===== config.mk =====
export PLATFORM = sky130hd
export DESIGN_NAME = mdl_busrespfe
export DESIGN_NICKNAME = d
export VERILOG_FILES = /design/src/rtl/mdl_busrespfe.sv
export SDC_FILE = /design/constraint.sdc
export NUM_CORES = 1
export LEC_CHECK = 0
export CORE_MARGIN = 5
export CORE_UTILIZATION = 47
export DETAILED_ROUTE_END_ITERATION = 8
export HOLD_SLACK_MARGIN = 0.03
export PLACE_DENSITY_LB_ADDON = 0.08
export SKIP_LAST_GASP = 1
export SYNTH_ARGS = -nofsm -noshare
export SYNTH_HDL_FRONTEND = slang
export SYNTH_SLANG_ARGS = --single-unit

===== constraint.sdc =====
create_clock -name i_MCLK -period 2.89 [get_ports i_MCLK]
set_input_delay 0.4335 -clock i_MCLK [delete_from_list [all_inputs] [get_ports i_MCLK]]
set_output_delay 0.4335 -clock i_MCLK [all_outputs]
set_load 0.005 [all_outputs]

===== src/rtl/mdl_busrespfe.sv =====
// mdl_busrespfe: 68000-style asynchronous bus target; syncs host strobes, issues one register
// strobe per bus cycle and closes it with DTACK_n.
module mdl_busrespfe #(
  parameter int ADDR_W   = 4,
  parameter int WAIT_CYC = 2
) (
  input  logic              i_MCLK,
  input  logic              i_RST_n,
  input  logic              i_CLK4M_PCEN_n,
  input  logic              i_CS_n,
  input  logic              i_AS_n,
  input  logic              i_UDS_n,
  input  logic              i_LDS_n,
  input  logic              i_R_nW,
  input  logic [ADDR_W-1:0] i_ADDR,
  input  logic [15:0]       i_DIN,
  output logic [15:0]       o_DOUT,
  output logic              o_DOUT_OE,
  output logic              o_DTACK_n,
  output logic [ADDR_W-1:0] o_REG_ADDR,
  output logic [1:0]        o_REG_BE,
  output logic [15:0]       o_REG_WDATA,
  output logic              o_REG_RD,
  output logic              o_REG_WR,
  input  logic              i_REG_BUSY,
  input  logic [15:0]       i_REG_RDATA
);
  typedef enum logic [2:0] {S_IDLE, S_DECODE, S_WAIT, S_ACK, S_RELEASE} state_t;
  state_t state, state_d;
  logic [1:0] cs_s, as_s, uds_s, lds_s;
  logic [3:0] cnt;
  logic rd_cyc, tick, req, as_high, accept;
  assign tick    = ~i_CLK4M_PCEN_n;
  assign as_high = as_s[1];
  assign req     = ~cs_s[1] & ~as_s[1] & (~uds_s[1] | ~lds_s[1]);
  assign accept  = tick && state == S_IDLE && req;
  always_comb begin
    state_d = state;
    if (tick)
      case (state)
        S_IDLE:    state_d = req ? S_DECODE : S_IDLE;
        S_DECODE:  state_d = as_high ? S_IDLE : (WAIT_CYC != 0) ? S_WAIT : !i_REG_BUSY ? S_ACK : S_DECODE;
        // the count is compared as if already decremented, so ACK lands WAIT_CYC ticks after DECODE
        S_WAIT:    state_d = as_high ? S_IDLE : (cnt <= 4'd1 && !i_REG_BUSY) ? S_ACK : S_WAIT;
        S_ACK:     state_d = as_high ? S_RELEASE : S_ACK;
        S_RELEASE: state_d = S_IDLE;
        default:   state_d = S_IDLE;
      endcase
  end
  always_ff @(posedge i_MCLK or negedge i_RST_n)
    if (!i_RST_n) state <= S_IDLE;
    else state <= state_d;
  always_ff @(posedge i_MCLK or negedge i_RST_n)
    if (!i_RST_n) begin
      cs_s        <= 2'b11;
      as_s        <= 2'b11;
      uds_s       <= 2'b11;
      lds_s       <= 2'b11;
      cnt         <= 4'd0;
      rd_cyc      <= 1'b0;
      o_REG_ADDR  <= '0;
      o_REG_BE    <= 2'b00;
      o_REG_WDATA <= 16'd0;
      o_REG_RD    <= 1'b0;
      o_REG_WR    <= 1'b0;
      o_DOUT      <= 16'd0;
    end else begin
      cs_s     <= {cs_s[0], i_CS_n};
      as_s     <= {as_s[0], i_AS_n};
      uds_s    <= {uds_s[0], i_UDS_n};
      lds_s    <= {lds_s[0], i_LDS_n};
      o_REG_RD <= accept && i_R_nW;
      o_REG_WR <= accept && !i_R_nW;
      if (accept) begin
        rd_cyc      <= i_R_nW;
        o_REG_ADDR  <= i_ADDR;
        o_REG_BE    <= {~uds_s[1], ~lds_s[1]};
        o_REG_WDATA <= i_DIN;
      end
      if (tick && state == S_DECODE) cnt <= 4'(WAIT_CYC);
      else if (tick && state == S_WAIT && cnt != 4'd0) cnt <= cnt - 4'd1;
      if (tick && state != S_ACK && state_d == S_ACK && rd_cyc) o_DOUT <= i_REG_RDATA;
    end
  assign o_DTACK_n = state != S_ACK;
  assign o_DOUT_OE = state == S_ACK && rd_cyc;
endmodule


# Yosys cells after proc, flatten, opt, wreduce, memory -nomap -nowiden
# Index checks and enable logic that the tools add are counted.
dict set report classes {
  addsub 1
  magnitude_cmp 1
  eq_ne 5
  mux 9
  bitwise_logic 8
  n_reduce_logical 17
}
# cell count
set ops {}
lappend ops {{logical AND 1 bit} 12}
lappend ops {{one-hot mux 3 bit (4 select lines)} 1}
lappend ops {{== test 3 x 2 -> 1 bit (second input constant)} 3}
lappend ops {{2-to-1 mux 4 bit} 2}
lappend ops {{2-to-1 mux 3 bit} 2}
lappend ops {{inverter 1 bit} 5}
lappend ops {{<= comparator 4 x 1 -> 1 bit (second input constant)} 1}
lappend ops {{2-to-1 mux 2 bit} 2}
lappend ops {{nonzero test 4 bit} 1}
lappend ops {{subtractor 4 x 1 -> 4 bit (second input constant)} 1}
lappend ops {{== test 3 x 1 -> 1 bit (second input constant)} 1}
lappend ops {{zero test 3 bit} 1}
lappend ops {{!= test 3 x 2 -> 1 bit (second input constant)} 1}
lappend ops {{AND 1 bit} 2}
lappend ops {{zero test 1 bit} 2}
lappend ops {{2-to-1 mux 1 bit} 2}
lappend ops {{nonzero test 2 bit} 1}
lappend ops {{OR 1 bit} 1}
dict set report word_totals {
  regBits 56
  input_bits 45
  out_inout_bits 42
}

# Depth between registers and ports, before layout
# Gate-level depths: netlist of the first run.
dict set report depth {
  depth_word 9
  mapped_depth 6
}

# Worst setup path after synthesis of the first run
# OpenSTA, ideal clock, no wires.
dict set report synth_timing {
  path_type {input to register}
  start {input port i_CLK4M_PCEN_n}
  end {register o_DOUT[10]}
  setup_ns 0.125
  arrival_time_ns 1.685
  required_time_ns 2.765
  slack_ns 1.080
  path_stages 6
  n_path_buf 2
  path_cell_list {buf_4 > nor3b_2 > o2111ai_1 > a41oi_4 > buf_12 > mux2_4}
}
dict set report synth_via {
  elab_chain_len 4
  word_cells_on_any_way 6
  cone_classes {eq/ne (1); mux (1); bitwise (1); reduce/logical (3)}
}
# item line_no
set synth_rtl {}
lappend synth_rtl {{start, declared} 9} ;# input logic i_CLK4M_PCEN_n,
lappend synth_rtl {{2-to-1 mux 3 bit or inverter 1 bit (tied branches)} {39, 33}}
lappend synth_rtl {{== test 3 x 2 -> 1 bit or logical AND 1 bit (tied branches)} 82} ;# if (tick && state != S_ACK && state_d == S_ACK && rd_cyc) o_DOUT <= i_REG_RDATA;
lappend synth_rtl {{logical AND 1 bit * (2 in series)} 82}
lappend synth_rtl {{end signal, assigned} 82}
lappend synth_rtl {{end, declared} 17} ;# output logic [15:0] o_DOUT,
# Mark *: on every way between the ends. The rest lies on a longest branch, timed or not.
# A chain may end at the register's enable or synchronous reset.

# Worst setup path after layout of the first run
dict set report layout_timing {
  start {input port i_CLK4M_PCEN_n}
  end {register o_DOUT[2]}
}
# Same word-level chain as after synthesis.

==> results summary, run 1 <==
The library cells used most frequently in the layout, excluding fill and tap cells, are 85 x sky130_fd_sc_hd__clkdlybuf4s50_1, 48 x sky130_fd_sc_hd__dfrtp_1, 27 x sky130_fd_sc_hd__mux2_2, 10 x sky130_fd_sc_hd__mux2_4, 8 x sky130_fd_sc_hd__dfstp_2. The share of total power consumed by net switching came out at 0.271. Based on the critical path, the design can be clocked at up to 0.453 GHz. The critical path goes through clkdlybuf4s50_1, o21bai_1, o2111ai_1, a41oi_4, buf_4, mux2_2. The floorplan step defined a die boundary enclosing 6350 um^2. The worst setup path is of the in -> reg kind. 0 antenna diodes ended up in the layout. The total area of multi-input combinational cells came out at 790 um^2. The post-cts resize count is 0.

The horizontal extent of the die came out at 79.7 um. In the synthesized netlist the async set-or-reset flop fraction comes to 1.00. The insertion delay of the later-clocked pin in the worst-skew pair is 300 ps. Data on the critical path is required at its endpoint by 3080 ps. Setup total negative slack on the finished layout was measured at 0 ps. The post-synthesis share of cell area spent on and, or, nand and nor gates is 0.0741.

Across the VDD grid, the largest voltage drop is 0.456 mV. The H-tree generated during clock tree synthesis spans 2 levels. The analysis attributes to net switching a power of 0.000672 W. The stage delay of the slowest cell on the critical path came out at 700 ps. The flow ran to the end, and the final reports show no timing, DRC or antenna violations.

Cell internal power was estimated by the tool at 0.00181 W. In this run the worst hold path is classified as in -> async. The clock passes through at most 2 buffers.

The total half-perimeter wirelength after legalization and detailed placement is 3630 um. The data arrival time of the critical path came out at 2400 ps. The library cell used most frequently in the layout, excluding fill and tap cells, is sky130_fd_sc_hd__clkdlybuf4s50_1. The global placement routability congestion is 0.778. The clock skew is 5.59 ps. The cell count after synthesis came out at 149. The maximum net fanout on the critical path is 16. The instance count after placement with tap cells included came out at 300. The synthesized area per cell came out at 15.3 um^2. In the final routed layout, each cell accounts on average for 15.4 um. The antenna violation net count after detailed routing came out at 0. The total leakage power is 1.40 nW. The overflow left after global routing is 0. The share of cells above drive strength 1 is 0.266. The synthesized-area fraction occupied by ao, oa, aoi and oai cells is 0.0362.

The number of detailed-route iterations in the first pass is 4. The first-pass GRT wire length came out at 8110 um. In this run, CTS created clock tree buffers numbering 5.

The number of DRC violations after detailed routing is 0. The synthesized net count is 197. The share of synthesized area occupied by flip-flops and latches is 0.619.

The number of vias per cell came out at 4.80. The final max-slew violation count is 0. The count of synthesis-stage warnings from yosys came out at 0.

The total number of vias is 1478. Pin placement for this block handled 87 I/O pins. Setup repair after global routing left no endpoint under its margin.

After synthesis, the largest family of logic cells by area is multiplexers. For this design, the slowest cell found on the critical path is sky130_fd_sc_hd__clkdlybuf4s50_1. The violation count after the first detailed-route iteration is 47. The xor and xnor fraction of the mapped netlist area came out at 0.0115. The starting density of the core came out at 0.483.

For the finished layout, the period the worst path requires is 2210 ps. The net count reported at finish is 288. The area of the core came out at 4720 um^2. Setup violations remaining at the end of the flow were counted as 0.

The combinational power share came out at 0.353. The number of hold buffers added after CTS was 0. The number of I/O port buffers is 86. The most used flip-flop cell after synthesis is sky130_fd_sc_hd__dfrtp_1. The synthesis-stage register bit count is 56. The clock network fraction of design power is 0.175.

Row generation in the floorplan step produced 25 rows. For this design the ratio of total power to cell area is 756 nW/um^2. For this design, the sink count on the clock tree is 56. The pin count of the biggest net entering global routing came out at 54. The via count of the first global-routing pass was 1703. The die extent in y came out at 79.7 um. The register cell area after layout is 1410 um^2. The max-cap check violation count came out at 0. The number of setup buffers added after CTS came out at 0. The final hold violation count came to 0. Yosys mapped a number of flops with a built-in enable equal to 0. Across all hold checks on the routed design, the worst slack comes to 341 ps. The share of total power dissipated in sequential elements is 0.472. The biggest area contributor in the post-synthesis netlist is sky130_fd_sc_hd__dfrtp_1.

The share of synthesized area spent on multiplexers came out at 0.208. The post-route clock period utilization came out at 0.763. After clock tree synthesis, the clock-pin slew on the worst setup and hold paths is 100 ps.

The share of synthesized area in the top cell type comes to 0.527. The number of antenna violations at the first check in global routing came out at 0. STA classifies the critical path startpoint as an input port. The final-layout fill cell count came out at 325. The combined global-route utilization of all metal layers came out at 0.165. The synthesized netlist occupies a cell area of 2280 um^2. The final routed wirelength across all metal layers came out at 4750 um.

By area the synthesized netlist is led by sky130_fd_sc_hd__dfrtp_1 53%, sky130_fd_sc_hd__mux2_2 13%, sky130_fd_sc_hd__dfstp_2 9.2%. The transition time at the pin with the least slew margin is 1130 ps. The number of distinct library cells after synthesis came out at 33. Measured on the finished design, the core utilization comes to 0.696. The max-slew headroom at the worst pin came out at 0.246. The area overhead of the layout relative to synthesis came out at 44.0%. STA classifies the critical path endpoint as a flip-flop.

TritonCTS built the clock tree. The final cell count without fillers came out at 308. Clock tree synthesis selected as its root buffer the cell sky130_fd_sc_hd__clkbuf_8. The adder-cell share of the synthesized area is 0.0165.
-- stage by stage --
stage | total power [W] | worst slack, ps | instance area, um^2
after CTS | 0.00252 | 685 | 3290
after global placement | 0.00203 | 429 | 3190
after detailed placement | 0.00207 | 351 | 3190
final | 0.00248 | 684 | 3290
after floorplan | 0.00151 | 1080 | 2280
after global routing | 0.00265 | 622 | 3290
-- final cells by class --
| class | count | area share |
|---|---|---|
| Clock buffer | 5 | 0.0209 |
| Clock inverter | 3 | 0.00838 |
| Inverter | 5 | 0.00571 |
| Multi-Input combinational cell | 82 | 0.240 |
| Sequential cell | 56 | 0.430 |
| Tap cell | 67 | 0.0255 |
| Timing Repair Buffer | 90 | 0.270 |
-- per-layer routing --
layer	global-route usage	vias up	share of wire
met5	0	-	0
li1	-	697	-
met3	0.0598	6	0.073
met2	0.285	53	0.53
met1	0.196	722	0.38
met4	0.0412	0	0.0088
-- critical path, delay by kind of cell --
| family | cells | cell delay (ps) |
|---|---|---|
| AO/OA/AOI/OAI | 3 | 590 |
| buffers and inverters | 2 | 1000 |
| multiplexers | 1 | 380 |
-- flip-flops by register name, summed over array words and instances, names as in the netlist --
signal       flops
o_REG_RD         1
o_DOUT          16
uds_s            2
o_REG_BE         2
rd_cyc           1
as_s             2
o_REG_ADDR       4
o_REG_WR         1
o_REG_WDATA     16
cs_s             2
cnt              4
state            3
lds_s            2
-- Yosys cell counts, types with 3 or more instances --
master,number
sky130_fd_sc_hd__dfrtp_1,48
sky130_fd_sc_hd__mux2_4,10
sky130_fd_sc_hd__dfstp_2,8
sky130_fd_sc_hd__buf_4,4
sky130_fd_sc_hd__nand2_1,5
sky130_fd_sc_hd__ha_1,3
sky130_fd_sc_hd__nand3_1,4
sky130_fd_sc_hd__nor2_1,7
sky130_fd_sc_hd__inv_1,5
sky130_fd_sc_hd__mux2_2,27
-- power groups by stage --
stage | clock network [W] | logic [W] | registers (W)
CTS | 0.000455 | 0.000893 | 0.00118
global placement | 0 | 0.000850 | 0.00118
global route | 0.000488 | 0.000958 | 0.00121
detailed placement | 0 | 0.000887 | 0.00119
finish | 0.000434 | 0.000877 | 0.00117
floorplan | 0 | 0.000334 | 0.00118
-- path summary, 6_finish.rpt --
check	slack (ps)	end	cells after the start	startpoint
max in group asynchronous	1790	uds_s[0]$_DFF_PN1_	2	i_RST_n
min reg2reg	360	as_s[1]$_DFF_PN1_	0	as_s[0]$_DFF_PN1_
max reg2reg	960	o_DOUT[2]$_DFFE_PN0P_	5	state[2]$_DFF_PN0_
min in group i_MCLK	360	as_s[1]$_DFF_PN1_	0	as_s[0]$_DFF_PN1_
min	340	o_REG_WDATA[14]$_DFFE_PN0P_	1	i_RST_n
max	680	o_DOUT[2]$_DFFE_PN0P_	6	i_CLK4M_PCEN_n
-- cell families after synthesis --
family                   after synthesis
buffers and inverters                 11
AND/OR/NAND/NOR                       29
XOR/XNOR                               3
multiplexers                          39
flip-flops                            56
adder cells (fa/ha/maj)                3
AO/OA/AOI/OAI                          8
Note: power is estimated with default switching activity, not from simulation.
==> inputs of run 2 (changes only) <==
--- a/config.mk
+++ b/config.mk
@@ -6,7 +6,7 @@
 export NUM_CORES = 1
 export LEC_CHECK = 0
 export CORE_MARGIN = 5
-export CORE_UTILIZATION = 47
+export CORE_UTILIZATION = 39
 export DETAILED_ROUTE_END_ITERATION = 8
 export HOLD_SLACK_MARGIN = 0.03
 export PLACE_DENSITY_LB_ADDON = 0.08
==> constraint.sdc (replaced) <==
create_clock -name i_MCLK -period 1.8 [get_ports i_MCLK]
set_input_delay 0.27 -clock i_MCLK [delete_from_list [all_inputs] [get_ports i_MCLK]]
set_output_delay 0.27 -clock i_MCLK [all_outputs]
set_load 0.005 [all_outputs]
==> run 2 against run 1 <==
Effect of this change: worst setup slack got worse by 680 ps; utilization down 7.2 points; highest routed layer unchanged; non-clock buffer count rose by 14.
==> results summary, run 2 (synthesized netlist as in run 1, its figures left out) <==
The flow ran to the end, and the final reports show no timing, DRC or antenna violations. Setup repair after global routing could not meet its margin everywhere. The final max-slew violation count is 0. After detailed routing, the average wire length per cell comes to 15.0 um. The antenna violation net count after detailed routing came out at 0. The maximum net fanout on the critical path came out at 8. The buffer cell driving the clock tree root is sky130_fd_sc_hd__clkbuf_8.

The TritonCTS clock tree is yes. In the global route stage, overall resource usage came out at 0.138. The violation count after the first detailed-route iteration is 24.

The final critical delay including setup and external delays came out at 1800 ps. The share of cells above drive strength 1 came out at 0.345. The stage delay of the slowest cell on the critical path is 400 ps. The count of endpoints failing setup in the final report came out at 0. The clock tree buffer depth came out at 2. The total buffers and inverters traversed by the critical path is 2. In the final layout, the registers with the most flip-flops are o_DOUT (16), o_REG_WDATA (16). Among all stages on the critical path, the largest delay is contributed by sky130_fd_sc_hd__dfrtp_1. The clock-pin slew on the worst setup and hold paths came out at 90 ps. The number of inserted diodes came out at 0. The total power density per cell area came out at 1160 nW/um^2. The worst hold path belongs to the class reg -> reg. The die extent in y is 86.5 um.

The transition time at the pin with the least slew margin came out at 493 ps. In this design, the largest share of critical-path delay is due to flip-flops. The via count of the first global-routing pass was 1687. The type of the worst setup path is reg -> reg.

The die area is 7480 um^2. STA classifies the critical path startpoint as a flip-flop. The worst hold path begins at as_s[0]$_DFF_PN1_. The clock skew came out at 8.97 ps. The launching point of the worst reg2reg path is cnt[2]$_DFFE_PN0P_. The area overhead of the layout relative to synthesis is 53.3%. At the end of routability-driven placement, the weighted congestion stood at 0.816. Input and output buffers added on the ports amount to 86. The net count reported at finish is 302. The total half-perimeter wirelength after legalization and detailed placement is 3610 um. The area of the core is 5610 um^2. The initial utilization of the core area, before any placement, comes to 0.407. The deepest level of the CTS H-tree is 2.

Data on the critical path arrives at its endpoint at 1990 ps. In the layout the commonest cells are 82 x sky130_fd_sc_hd__clkdlybuf4s50_1, 45 x sky130_fd_sc_hd__dfrtp_1, 27 x sky130_fd_sc_hd__mux2_2, 13 x sky130_fd_sc_hd__buf_4, 10 x sky130_fd_sc_hd__mux2_4. The number of DRC violations after detailed routing is 0. The insertion delay of the later-clocked pin in the worst-skew pair is 300 ps.

In this run the count of I/O pins placed on the die edge is 87. The number of antenna violations at the first check in global routing is 0. The worst setup path is captured at a flip-flop. In this run the static leakage power is 1.49 nW. The max-slew headroom at the worst pin is 0.671. The clock sink total came out at 56. The critical path starts at cnt[2]$_DFFE_PN0P_. The final total negative setup slack is 0 ps. The number of detailed-route iterations in the first pass is 4. IR analysis of the VDD net gives a maximum drop of 0.588 mV.

The number of vias per cell is 4.77. The library cell used most frequently in the layout, excluding fill and tap cells, is sky130_fd_sc_hd__clkdlybuf4s50_1. The pin count of the biggest net entering global routing came out at 37. The max-cap check violation count came out at 0. The number of rows in the core area is 27. The final route contains 1561 vias.

The final hold violation count was 0. Data on the critical path is required at its endpoint by 1990 ps. The routed design has 4910 um of wire. The first-pass GRT wire length came out at 8160 um. The post-route clock period utilization came out at 0.998. The clock buffer count from CTS is 5. Walking the worst path, the cells encountered are nor4b_2, o211ai_1, buf_4, a41oi_4, clkbuf_16, mux2_4. The achievable frequency came out at 0.557 GHz. After global routing the overflow that remains totals 0. The horizontal extent of the die came out at 86.5 um. The worst hold slack after final layout is 359 ps.
run 2: cell types whose count changed in the layout (fill, tap and decap cells not counted), moves of 3 or more:
cell and change:
sky130_fd_sc_hd__clkdlybuf4s50_1 -3, sky130_fd_sc_hd__buf_4 +9, sky130_fd_sc_hd__buf_12 +3, sky130_fd_sc_hd__dfrtp_1 -3, sky130_fd_sc_hd__dfrtp_2 +3
run 2: cell type report:
type,instances,area (um^2)
fill,449,2110
sequential,56,1420
timing repair buffer,104,1050
multi-input combinational,82,827
tap,72,90.1
clock buffer,7,86.3
inverter,5,18.8
clock inverter,1,7.51
run 2: layer usage:
| metal | vias to the layer above | global-route usage | share of wire |
|---|---|---|---|
| met5 | - | 0 | 0 |
| met4 | 0 | 0.0425 | 0.013 |
| met3 | 6 | 0.0447 | 0.072 |
| met2 | 58 | 0.228 | 0.51 |
| met1 | 772 | 0.173 | 0.40 |
| li1 | 725 | - | - |
run 2: final timing paths:
check / end / slack [ps] / cells after the start
setup / recovery: o_DOUT[5]$_DFFE_PN0P_ / 4 / 6
setup reg to reg: o_DOUT[5]$_DFFE_PN0P_ / 4 / 6
min in group asynchronous: o_REG_WDATA[12]$_DFFE_PN0P_ / 460 / 2
hold / removal: as_s[1]$_DFF_PN1_ / 360 / 0
max in group asynchronous: as_s[0]$_DFF_PN1_ / 720 / 3
hold reg to reg: as_s[1]$_DFF_PN1_ / 360 / 0
run 2: metrics by stage:
stage	utilization	total power (W)	setup WS, ps	cells	instance area (um^2)
final	0.624	0.00407	4.03	327	3500
after global routing	0.624	0.00436	-62.4	327	3500
after CTS	0.603	0.00406	-16.0	320	3380
after detailed placement	0.583	0.00334	-312	310	3270
after global placement	0.583	0.00329	-266	310	3270
after floorplan	-	0.00243	47.4	149	2280
run 2: worst register-to-register path: stages, from the launching register on:
cell and delay [ps]:
sky130_fd_sc_hd__dfrtp_1 400, sky130_fd_sc_hd__nor4b_2 270, sky130_fd_sc_hd__o211ai_1 110, sky130_fd_sc_hd__buf_4 160, sky130_fd_sc_hd__a41oi_4 220, sky130_fd_sc_hd__clkbuf_16 230
sky130_fd_sc_hd__mux2_4 300
run 2: power by group:
| group | switching, W | internal, W |
|---|---|---|
| registers | 0.000241 | 0.00165 |
| clock network | 0.000371 | 0.000313 |
| logic | 0.000440 | 0.00106 |
| total | 0.00105 | 0.00302 |
run 2: repair_timing:
action	in CTS	in global routing
gates resized for setup	2	14
pin swaps	0	3
endpoints found under the setup margin	17	27
endpoints found under the hold margin	20	0
buffers inserted	1	6
hold buffers	1	0
cloned	0	1
==> inputs of run 3 (changes only) <==
==> constraint.sdc (replaced) <==
create_clock -name i_MCLK -period 1.8 [get_ports i_MCLK]
set_input_delay 0.27 -clock i_MCLK [delete_from_list [all_inputs] [get_ports i_MCLK]]
set_output_delay 0.27 -clock i_MCLK [all_outputs]
set_load 0.01 [all_outputs]
==> run 3 against run 2 <==
Effect of this change: worst setup slack better by 6.4 ps; critical path type unchanged; highest routed layer unchanged; flip-flop and latch count stayed put; sequential power hardly changed.
==> results summary, run 3 (synthesized netlist as in run 1, its figures left out) <==
The die area came out at 7480 um^2. The highest metal layer carrying signal wires in the routed design is met4. Static timing analysis puts the maximum clock frequency at 0.559 GHz. The worst hold slack after final layout is 359 ps.

The die is 86.5 um tall. The library cell used most frequently in the layout, excluding fill and tap cells, is sky130_fd_sc_hd__clkdlybuf4s50_1. The starting density of the core is 0.407.

The TritonCTS clock tree is yes. The worst setup path is launched from a flip-flop. The critical path in this run is classified as reg -> reg. Across the VDD grid, the largest voltage drop is 0.600 mV. In the final layout, the registers with the most flip-flops are o_DOUT (16), o_REG_WDATA (16).

The final hold violation count is 0. Clock tree synthesis found a total of 56 sinks. The number of detailed-route iterations in the first pass came out at 2. The post-placement setup slack came out at -312 ps. The antenna violation net count after detailed routing came out at 0. After floorplanning, the core was divided into 27 placement rows. The origin of the worst min-delay path is as_s[0]$_DFF_PN1_.

The total power density per cell area is 1200 nW/um^2. The area of the core is 5610 um^2. The maximum net fanout on the critical path came out at 8. The startpoint identified for the worst register-to-register timing path is cnt[3]$_DFFE_PN0P_. At the worst endpoint, the arrival time is 1980 ps. Across the routed clock network, the largest skew measured is 7.08 ps. The final total negative setup slack is 0 ps. The required arrival time at the worst endpoint is 1990 ps.

For this run the aggregate overflow at the end of global routing stands at 0. The met3 layer wire length in the routed design is 345 um. 87 I/O pins were placed.

The launching element of the worst setup path is cnt[3]$_DFFE_PN0P_. Summed over all nets, the half-perimeter wirelength after detailed placement is 3610 um. The deepest level of the CTS H-tree is 2. For this block, the initial DRC count from the detailed router was 13. The insertion delay of the later-clocked pin in the worst-skew pair came out at 300 ps.

The number of I/O port buffers came out at 86. The via count of the first global-routing pass came to 1752. The worst hold path belongs to the class reg -> reg. Buffers inserted during clock tree synthesis total 5.

The net count reported at finish is 307. The number of DRC violations after detailed routing came out at 0. The share of cells above drive strength 1 is 0.350. The post-route clock period utilization is 0.994. The post-route met1 wirelength came out at 2070 um. Clock-pin slew was measured on the worst setup and hold paths at 90 ps. The final max-slew violation count came out at 0. The max-cap check violation count is 0. The longest clock path from root to sink contains 2 buffers. The mean routed wirelength per cell is 15.4 um. Entering global routing, the biggest net connects 37 pins.

The combined global-route utilization of all metal layers came out at 0.144. The buffer cell driving the clock tree root is sky130_fd_sc_hd__clkbuf_8. The count of endpoints failing setup in the final report came out at 0. The final routed wirelength across all metal layers is 5110 um. Detailed routing placed a total of 2630 um of wire on met2.

The worst setup path is captured at a flip-flop. The run finished with clean final reports. The congestion estimate from routability-driven global placement came to 0.816. At the pin with the least slew margin, the transition time is 489 ps. The number of inserted diodes came out at 0. The worst path setup slack after routing is 10.4 ps. The slack of the worst reg-to-reg path is 10 ps. Using the TritonRoute via totals, the vias-per-cell ratio works out to 4.74. Subtracting the final worst setup slack from the clock period gives 1790 ps.

The total leakage power is 1.52 nW. Setup repair after global routing could not meet its margin everywhere. The number of antenna violations at the first check in global routing is 0. Leaving out fill and tap cells, the most frequent cells in the layout are 81 x sky130_fd_sc_hd__clkdlybuf4s50_1, 46 x sky130_fd_sc_hd__dfrtp_1, 27 x sky130_fd_sc_hd__mux2_2, 16 x sky130_fd_sc_hd__buf_4, 10 x sky130_fd_sc_hd__mux2_4.

The total number of vias is 1573. The horizontal extent of the die came out at 86.5 um. The first global-routing pass estimated 8490 um of wire. The area overhead of the layout relative to synthesis is 55.8%.

The worst pin sits at a relative slew slack of 0.670.
==> run 3: what timing repair did <==
action | 4_1_cts | 5_1_grt
resized for setup | 14 | 6
pin swaps | 7 | 0
buffers inserted | 9 | 2
endpoints found under the setup margin | 17 | 24
hold buffers | 1 | 0
hold endpoints to repair | 20 | 0
cloned | 1 | 1
==> run 3: cell type report <==
class | instances | area (um^2)
Inverter | 5 | 18.8
Multi-Input combinational cell | 82 | 832
Fill cell | 443 | 2050
Sequential cell | 56 | 1410
Tap cell | 72 | 90.1
Clock inverter | 1 | 7.51
Clock buffer | 7 | 86.3
Timing Repair Buffer | 109 | 1110
==> run 3: metrics by stage <==
stage,power [W],cells,area [um^2],utilization
2_1_floorplan,0.00255,149,2280,-
6_report,0.00426,332,3550,0.634
4_1_cts,0.00428,329,3500,0.625
3_3_place_gp,0.00342,310,3270,0.583
3_5_place_dp,0.00347,310,3270,0.583
5_1_grt,0.00455,332,3550,0.634
==> run 3: path summary, 6_finish.rpt <==
| kind | to | cells after the start |
|---|---|---|
| setup reg to reg | o_DOUT[5]$_DFFE_PN0P_ | 6 |
| max in group asynchronous | cs_s[1]$_DFF_PN1_ | 3 |
| min in group asynchronous | o_REG_WDATA[12]$_DFFE_PN0P_ | 2 |
| hold reg to reg | as_s[1]$_DFF_PN1_ | 0 |
| setup / recovery | o_DOUT[5]$_DFFE_PN0P_ | 6 |
| hold / removal | as_s[1]$_DFF_PN1_ | 0 |
==> run 3: per-layer routing <==
layer / track usage / up-vias
met1: 0.176 / 773
li1: - / 738
met3: 0.0447 / 8
met4: 0.0453 / 0
met5: 0 / -
met2: 0.244 / 54
==> run 3: report_power, final <==
group	internal [W]	switching, W	leakage (nW)	total (W)
registers	0.00165	0.000231	0.682	0.00188
logic	0.00110	0.000594	0.790	0.00169
clock network	0.000313	0.000374	0.0445	0.000687
total	0.00306	0.00120	1.52	0.00426
==> run 3: worst max-delay path, stage by stage, from the launching register on <==
cell and delay, ps:
sky130_fd_sc_hd__dfrtp_1 400, sky130_fd_sc_hd__nor4b_2 250, sky130_fd_sc_hd__o211ai_1 130, sky130_fd_sc_hd__buf_4 170, sky130_fd_sc_hd__a41oi_4 220, sky130_fd_sc_hd__clkbuf_16 230
sky130_fd_sc_hd__mux2_4 290
